==> config.mk <==
export PLATFORM = sky130hd
export DESIGN_NAME = vend_channel_ctrl
export DESIGN_NICKNAME = d
export VERILOG_FILES = /design/src/rtl/vend_channel_ctrl.sv
export SDC_FILE = /design/constraint.sdc
export NUM_CORES = 1
export LEC_CHECK = 0
export ABC_AREA = 1
export BUFFER_PORTS_ARGS = -buffer_cell sky130_fd_sc_hd__buf_4
export CORE_AREA = 4 4 88 90
export CTS_CLUSTER_DIAMETER = 80
export CTS_CLUSTER_SIZE = 8
export DETAILED_ROUTE_END_ITERATION = 10
export DIE_AREA = 0 0 92 94
export PLACE_DENSITY = 0.76
export SLEW_MARGIN = 20
export SYNTH_ARGS = -nofsm -noshare
export SYNTH_HDL_FRONTEND = slang
export SYNTH_SLANG_ARGS = --single-unit
==> constraint.sdc <==
create_clock -name clk -period 3 [get_ports clk]
set_input_delay 0.15 -clock clk [delete_from_list [all_inputs] [get_ports clk]]
set_output_delay 0.15 -clock clk [all_outputs]
set_load 0.005 [all_outputs]
==> src/rtl/vend_channel_ctrl.sv <==
// N-channel vending controller: per-channel stock, sell/restock, coin accumulation, vend and change.
// Optional idle-payment timeout enabled by defining VEND_TIMEOUT_EN.
module vend_channel_ctrl #(
  parameter int                        NUM_CH      = 4,
  parameter int                        CNT_W       = 4,
  parameter int                        CAPACITY    = 15,
  parameter int                        INIT_STOCK  = 0,
  parameter int                        PRICE_W     = 6,
  parameter logic [NUM_CH*PRICE_W-1:0] PRICE_LIST  = {6'd5, 6'd4, 6'd3, 6'd2},
  parameter int                        TIMEOUT_CYC = 1000
) (
  input  logic                      clk,
  input  logic                      rst,
  input  logic                      mode,
  input  logic [NUM_CH-1:0]         sel,
  input  logic                      confirm,
  input  logic                      cancel,
  input  logic                      coin_vld,
  input  logic [PRICE_W-1:0]        coin_val,
  output logic [NUM_CH*CNT_W-1:0]   stock,
  output logic [PRICE_W-1:0]        due,
  output logic [PRICE_W-1:0]        change,
  output logic [NUM_CH-1:0]         vend,
  output logic                      busy,
  output logic                      err
);

  localparam logic [1:0] S_IDLE = 2'd0;
  localparam logic [1:0] S_PAY  = 2'd1;
  localparam logic [1:0] S_VEND = 2'd2;
  localparam int IDX_W  = (NUM_CH > 1) ? $clog2(NUM_CH) : 1;
  localparam int PAID_W = PRICE_W + 1;

  logic [1:0]         state;
  logic [CNT_W-1:0]   stock_mem [NUM_CH];
  logic [IDX_W-1:0]   ch;
  logic [PRICE_W-1:0] price;
  logic [PAID_W-1:0]  paid;

  logic               sel_onehot;
  logic [IDX_W-1:0]   sel_idx;
  logic [CNT_W-1:0]   sel_stock;
  logic [PRICE_W-1:0] sel_price;
  logic [PAID_W:0]    paid_sum;
  logic [PAID_W-1:0]  paid_add;
  logic [PAID_W-1:0]  paid_over;
  logic               paid_enough;
  logic [PRICE_W-1:0] due_calc;
  logic [PRICE_W-1:0] change_vend;
  logic [PRICE_W-1:0] change_refund;
  logic               tmo_hit;
  logic               pay_abort;

  genvar gi;
  generate
    for (gi = 0; gi < NUM_CH; gi++) begin : g_stock_out
      assign stock[gi*CNT_W +: CNT_W] = stock_mem[gi];
    end
  endgenerate

  always_comb begin
    sel_idx = '0;
    for (int i = 0; i < NUM_CH; i++) begin
      if (sel[i]) sel_idx = IDX_W'(i);
    end
  end

  assign sel_onehot = $onehot(sel);
  assign sel_stock  = stock_mem[sel_idx];
  assign sel_price  = PRICE_LIST[int'(sel_idx)*PRICE_W +: PRICE_W];

  // Running total saturates at all-ones so a flood of coins cannot wrap back below the price.
  assign paid_sum    = {1'b0, paid} + {2'b00, coin_val};
  assign paid_add    = !coin_vld ? paid : (paid_sum[PAID_W] ? '1 : paid_sum[PAID_W-1:0]);
  assign paid_enough = (paid_add >= {1'b0, price});
  assign due_calc    = paid_enough ? '0 : (price - paid_add[PRICE_W-1:0]);
  assign paid_over   = paid_add - {1'b0, price};
  assign change_vend   = paid_over[PAID_W-1] ? '1 : paid_over[PRICE_W-1:0];
  assign change_refund = paid_add[PAID_W-1]  ? '1 : paid_add[PRICE_W-1:0];

`ifdef VEND_TIMEOUT_EN
  localparam int TMO_W = $clog2(TIMEOUT_CYC + 1);
  logic [TMO_W-1:0] tmo_cnt;

  assign tmo_hit = (state == S_PAY) && !coin_vld && (tmo_cnt == TMO_W'(TIMEOUT_CYC - 1));

  always_ff @(posedge clk or posedge rst) begin
    if (rst) begin
      tmo_cnt <= '0;
    end else if ((state != S_PAY) || coin_vld) begin
      tmo_cnt <= '0;
    end else begin
      tmo_cnt <= tmo_cnt + TMO_W'(1);
    end
  end
`else
  assign tmo_hit = (TIMEOUT_CYC < 0);  // timeout disabled: PAY waits indefinitely
`endif

  assign pay_abort = cancel || tmo_hit;

  always_ff @(posedge clk or posedge rst) begin
    if (rst) begin
      state  <= S_IDLE;
      ch     <= '0;
      price  <= '0;
      paid   <= '0;
      due    <= '0;
      change <= '0;
      vend   <= '0;
      busy   <= 1'b0;
      err    <= 1'b0;
      for (int i = 0; i < NUM_CH; i++) stock_mem[i] <= CNT_W'(INIT_STOCK);
    end else begin
      err  <= 1'b0;
      vend <= '0;
      case (state)
        S_IDLE: begin
          if (confirm && !mode) begin
            if (!sel_onehot || (sel_stock == '0)) begin
              err <= 1'b1;
            end else begin
              ch     <= sel_idx;
              price  <= sel_price;
              paid   <= '0;
              change <= '0;
              due    <= sel_price;
              busy   <= 1'b1;
              state  <= S_PAY;
            end
          end else if (confirm && mode) begin
            if (!sel_onehot || (sel_stock == CNT_W'(CAPACITY))) begin
              err <= 1'b1;
            end else begin
              stock_mem[sel_idx] <= sel_stock + CNT_W'(1);
            end
          end
        end
        S_PAY: begin
          if (pay_abort) begin
            change <= change_refund;
            err    <= tmo_hit;
            paid   <= '0;
            due    <= '0;
            busy   <= 1'b0;
            state  <= S_IDLE;
          end else if (paid_enough) begin
            // vend pulse, stock decrement and change all land on the same edge
            vend[ch]      <= 1'b1;
            stock_mem[ch] <= stock_mem[ch] - CNT_W'(1);
            change        <= change_vend;
            paid          <= '0;
            due           <= '0;
            state         <= S_VEND;
          end else begin
            paid <= paid_add;
            due  <= due_calc;
          end
        end
        S_VEND: begin
          busy  <= 1'b0;
          state <= S_IDLE;
        end
        default: begin
          busy  <= 1'b0;
          state <= S_IDLE;
        end
      endcase
    end
  end

endmodule
## After elaboration in Yosys (flattened, before gate mapping)

Index checks and enable logic that the tools add are counted.
Widths: inputs -> output; s select.

- Bits in registers: 51
- Bits in latches: 0
- Memory bits (writable): 0
- Bits in read-only memories: 0
- Input bits: 16
- Output and inout bits: 34
- Word-level logic and storage cells: 122
- Memories kept: 0

- Add/sub/neg operators: 8
- Multipliers: 1
- Div/mod/pow operators: 0
- Order comparisons: 7
- Equal/unequal tests: 12
- Shifts and indexed selects: 1
- Mux-type cells: 59
- Bitwise gates (word level): 3
- Reductions and logical operators: 18

Operators with widths:

| operator | number |
|---|---|
| $mux 16 | 5 |
| $mux 6 | 10 |
| $mux 7 | 6 |
| $mux 4 | 9 |
| $bwmux 16 | 2 |
| $pmux 16 s2 | 1 |
| $pmux 6 s2 | 2 |
| $shiftx 24x6->6 const A | 1 |
| $bmux 4 s2 | 2 |
| $demux 4 s2 | 2 |
| $ne 2x2->1 const B | 8 |
| $pmux 7 s2 | 1 |
| $mux 2 | 6 |
| $reduce_and 3->1 | 4 |
| $mux 1 | 10 |
| $add 7x6->8 | 1 |
| $ge 7x6->1 | 1 |
| $sub 7x6->7 | 1 |
| $ge 3x3->1 const B | 2 |
| $lt 3x1->1 const B | 2 |
| $not 2->3 | 2 |
| $reduce_and 6->1 | 1 |
| $sub 6x6->6 | 1 |
| $logic_and 1x1->1 | 5 |
| 21 further kinds | 24 |

## Longest topological paths before layout

- Depth after elaboration: 13
- Depth in mapped cells: 22
- Mapped depth without buffers: 21

## Worst setup path after synthesis

No wires, ideal clock.

- Path type: reg2reg
- From: register paid[4]
- To: register stock_mem (netlist bit stock[15])
- Library setup time: 0.117 ns
- Data arrival time: 2.906 ns
- Data required time: 2.883 ns
- Path slack: -0.024 ns
- Cell stages (with the launch flop): 19
- Buffers on the path: 1
- Clock period less this slack: 3.024 ns
- Cells stage by stage: dfrtp_1 ha_1 nand2_1 nor2_2 nand3_2 nand3_4 or2_2 o21ai_0 inv_1 ha_1 nand2_1 o21ai_0 nand3b_4 nor2_8 nand3_2 buf_6 nand3_4 nand2_1 nand2_1

- Word-level cells in the longest chain between the ends: 6

RTL lines:

| element | line | RTL |
|---|---|---|
| from (decl) | 38 | `logic [PAID_W-1:0] paid;` |
| from (signal assigned) | 156 | `paid <= paid_add;` |
| $add 7x6->8 | 73 | `assign paid_sum = {1'b0, paid} + {2'b00, coin_val};` |
| $mux 7 | 74 | `assign paid_add = !coin_vld ? paid : (paid_sum[PAID_W] ? '1 : paid_sum[PAID_W-1:0]);` |
| $mux 7 * | 74 |  |
| $ge 7x6->1 * | 75 | `assign paid_enough = (paid_add >= {1'b0, price});` |
| $ne 2x2->1 (no line) * | - |  |
| $reduce_and 6->1 (no line) * | - |  |
| to (signal, indexed assignment) | 135 | `stock_mem[sel_idx] <= sel_stock + CNT_W'(1);` |
| to (signal, indexed assignment) | 150 | `stock_mem[ch] <= stock_mem[ch] - CNT_W'(1);` |
| to (decl) | 35 | `logic [CNT_W-1:0] stock_mem [NUM_CH];` |

Mark *: on every way between the ends. The rest lies on a longest branch, timed or not.
A chain may end at the register's enable or synchronous reset.

## Worst setup path after layout

- From: register paid[1]
- To: register change[0]

- Word-level cells in the longest chain between the ends: 8
- Elaborated cells on any way between the ends: 12
- Classes of those cells: add/sub: 2; order compare: 1; eq/ne: 1; mux: 7; reduce/logical: 1

RTL lines:

| element | line | RTL |
|---|---|---|
| $add 7x6->8 | 73 |  |
| $mux 7 | 74 |  |
| $mux 7 * | 74 |  |
| $sub 7x6->7 | 77 | `assign paid_over = paid_add - {1'b0, price};` |
| $mux 6 | 78 | `assign change_vend = paid_over[PAID_W-1] ? '1 : paid_over[PRICE_W-1:0];` |
| $mux 6 | 147 | `end else if (paid_enough) begin` |
| $mux 6 | 140 | `if (pay_abort) begin` |
| $pmux 6 s2 | 117 | `case (state)` |
| to (signal assigned) | 141 | `change <= change_refund;` |
| to (signal assigned) | 151 | `change <= change_vend;` |
| to (decl) | 22 | `output logic [PRICE_W-1:0] change,` |

Mark *: on every way between the ends. The rest lies on a longest branch, timed or not. The select of a mux whose other input is x is not followed.

==> impl_metrics.csv <==
group,metric,value,unit
synthesis,yosysMostFrequentCell,"nand2_1",
setup_path,reg2regPathDepth,20,
layout,syn2layout_area_growth,28.9,%
drt,viasPerCell,5.31,
layout,diodes,0,
global_route,grt_pass1_vias,3527,
floorplanning,fp.coreArea,0.00706,mm^2
setup_path,regToRegStartpoint,"paid[1]",
global_route,antenna_found_initial,0,
clocking,cts_tree,"done",
synthesis,synthesis.nets,524,
setup_path,worst-setup-path-type,"flip-flop to flip-flop",
outcome,status,"finished clean",
synthesis,yosys_warnings,0,
timing,finalMaxSlewViolations,0,
floorplanning,die_x,92,um
clocking,clk_pin_slew_worst_paths,0.09,ns
floorplanning,num_io_pins,50,
synthesis,synthTopCellsByCount,"134 x nand2_1, 57 x inv_1, 46 x dfrtp_1, 46 x nor2_1, 25 x o21ai_0",
clocking,cts-root-buf,"clkbuf_8",
setup_path,required,3.25,ns
timing,fin_skew,0.00847,ns
timing,setup_violations,0,
synthesis,synth_top_area_share,0.316,
setup_path,startpoint_type,"flip-flop",
synthesis,synth_top_area_cell,"dfrtp_1",
clocking,clock_sinks,46,
global_route,track_usage,0.234,
floorplanning,dieArea,0.00865,mm^2
setup_path,r2r_end,"change[0]",
drt,drt_first_pass_iters,5,
flow_run,maxCapViolations,0,
timing,finalWorstSetupSlack,0.170,ns
setup_path,r2r_setup_slack,0.17,ns
synthesis,synth_seq_cells,46,
drt,vias,3600,
placed_design,pre_cts_slack,-0.110,ns
hold_path,hold_path.class,"primary input to asynchronous set/reset pin",
drt,wl_per_cell,14.5,um
power,power_density,640,mW/mm^2
synthesis,seq_area_frac_synth,0.316,
clocking,htreeDepth,2,
floorplanning,placementRows,31,
layout,fin_cells,678,
timing,period_share,0.943,
synthesis,syn_inst,487,
clocking,clock_path_buffers,2,
layout,nNetsFinal,615,
power,p_leak,2.44,nW
placed_design,dp_cells,660,
placed_design,gp_congestion,1.00,
power,peakVddDrop,0.569,mV
clocking,cts_buffers,5,
drt,totalWireLength,9.82,mm
layout,drive_above_1_share,0.332,
drt,first_iter_violations,205,
placed_design,dp_hpwl,7.35,mm
timing,hold_violations,0,
floorplanning,start_util,0.516,
setup_path,crit_arrival,3.08,ns
timing,timing.slew.headroom,0.358,
timing,rsz0062_at_grt,"yes",
synthesis,synth_edf_count,0,
synthesis,async_flop_share,1.00,
synthesis,ys.flop_type,"dfrtp_1",
timing,fin_crit,2.83,ns
placed_design,portBuffers,49,
synthesis,synth_cell_types,42,
timing,max_freq,0.353,GHz
timing,tightest_slew,0.962,ns
layout,fin_area,0.00469,mm^2
synthesis,synth.avg_cell_area,7.48,um^2
drt,ant_nets,0,
global_route,grt_overflow_total,0,
global_route,grt_pass1_wl,16.2,mm
clocking,clk_latency,0.30,ns
synthesis,yosys-top-cells-area,"dfrtp_1 32%, nand2_1 14%, inv_1 5.9%",
setup_path,worst_setup_path_end_kind,"flip-flop",
global_route,grt_start_max_net_pins,47,
drt,drc,0,
placed_design,place_area,0.00433,mm^2
layout,final_util,0.665,
synthesis,synth_area,0.00364,mm^2
floorplanning,die_y,94,um
setup_path,cp_max_fo,5,
-- state kept, by name (all words and copies together), names as in the netlist --
name / flops
busy: 1
ch: 1
change: 6
due: 6
err: 1
paid: 7
price: 2
state: 2
stock: 16
vend: 4
-- timing repair --
item                                   CTS  global route
gates resized for setup                 10            23
pin swaps                                3            15
setup endpoints to repair               25            37
setup buffers                            1             7
hold buffers                             0             0
endpoints found under the hold margin    0             0
gates cloned                             0             2
-- worst max-delay path by stage --
stage | start | end | slack [ns] | depth (start not counted)
3_3_place_gp | paid[4] | change[3] | -0.07 | 19
3_5_place_dp | paid[5] | change[5] | -0.11 | 19
4_1_cts | paid[1] | stock[0] | 0.02 | 18
2_1_floorplan | paid[4] | change[3] | 0.06 | 19
5_1_grt | paid[5] | change[5] | -0.05 | 20
6_report | paid[1] | change[0] | 0.17 | 20
-- report_power, final --
| group | leakage, nW | internal [mW] | switching (mW) |
|---|---|---|---|
| Clock | 0.0472 | 0.186 | 0.221 |
| Sequential | 0.604 | 0.775 | 0.189 |
| Combinational | 1.79 | 0.710 | 0.923 |
| Total | 2.44 | 1.67 | 1.33 |
-- per-layer routing --
layer | GRT usage | vias to the layer above | wire length (um)
li1 | - | 1755 | -
met1 | 0.275 | 1695 | 3810
met2 | 0.432 | 121 | 5250
met3 | 0.0272 | 29 | 456
met4 | 0.0928 | 0 | 306
met5 | 0 | - | 0
-- cell families (layout without fill, tap and decap cells) --
family	count (synthesis)	count (layout)	synth area share
DFF	46	46	0.316
AOI/OAI and AO/OA	62	62	0.108
xor gates and xnor gates	7	7	0.0168
adders and majority gates	21	21	0.0804
and+or+nand+nor	275	275	0.390
buffers and inverters	76	168	0.0890
-- layout make-up --
type	instances	area, um^2
sequential	46	1150
clock inverter	2	12.5
fill	620	2370
inverter	67	254
timing repair buffer	93	746
tap	99	124
clock buffer	6	82.6
multi-input combinational	365	2320
-- stage by stage --
| stage | hold WS [ns] | TNS [ns] | power (mW) |
|---|---|---|---|
| 6_report | 0.0610 | 0 | 3.00 |
| 5_1_grt | 0.118 | -0.173 | 3.26 |
| 4_1_cts | 0.101 | 0 | 2.89 |
| 3_5_place_dp | 0.420 | -0.658 | 2.46 |
| 3_3_place_gp | 0.419 | -0.330 | 2.44 |
| 2_1_floorplan | 0.285 | 0 | 1.87 |
-- layout by cell type (no fill, tap or decap), types with 3 or more instances in the layout --
master,count
dfrtp_1,46
clkbuf_8,6
ha_1,9
nor2_2,9
nand4_1,22
a21oi_2,5
nand3_4,9
inv_1,54
buf_4,90
ha_4,6
nor2_4,4
o21ai_0,22
nand2_2,19
nand3_2,3
nor2_1,44
nand3_1,20
a21oi_1,8
xnor2_1,6
nand2_4,3
o21ai_2,3
inv_2,11
nand2_1,129
o21ai_1,4
o22ai_1,13
-- critical path, stage by stage, from the launching register on --
cell,delay [ns]
dfrtp_1,0.41
ha_1,0.27
nand2_1,0.07
nand2_2,0.07
nand3_4,0.07
nand3_4,0.08
or2_4,0.24
o21ai_2,0.07
ha_2,0.21
inv_2,0.04
fa_2,0.33
a21o_1,0.20
nor2_2,0.12
nand3_1,0.09
nand2_1,0.09
nand2_2,0.09
nand2_1,0.09
nand2_1,0.05
nand2_1,0.09
nand2_1,0.05
nand2_1,0.05
Power figures use the tool's default switching activity.
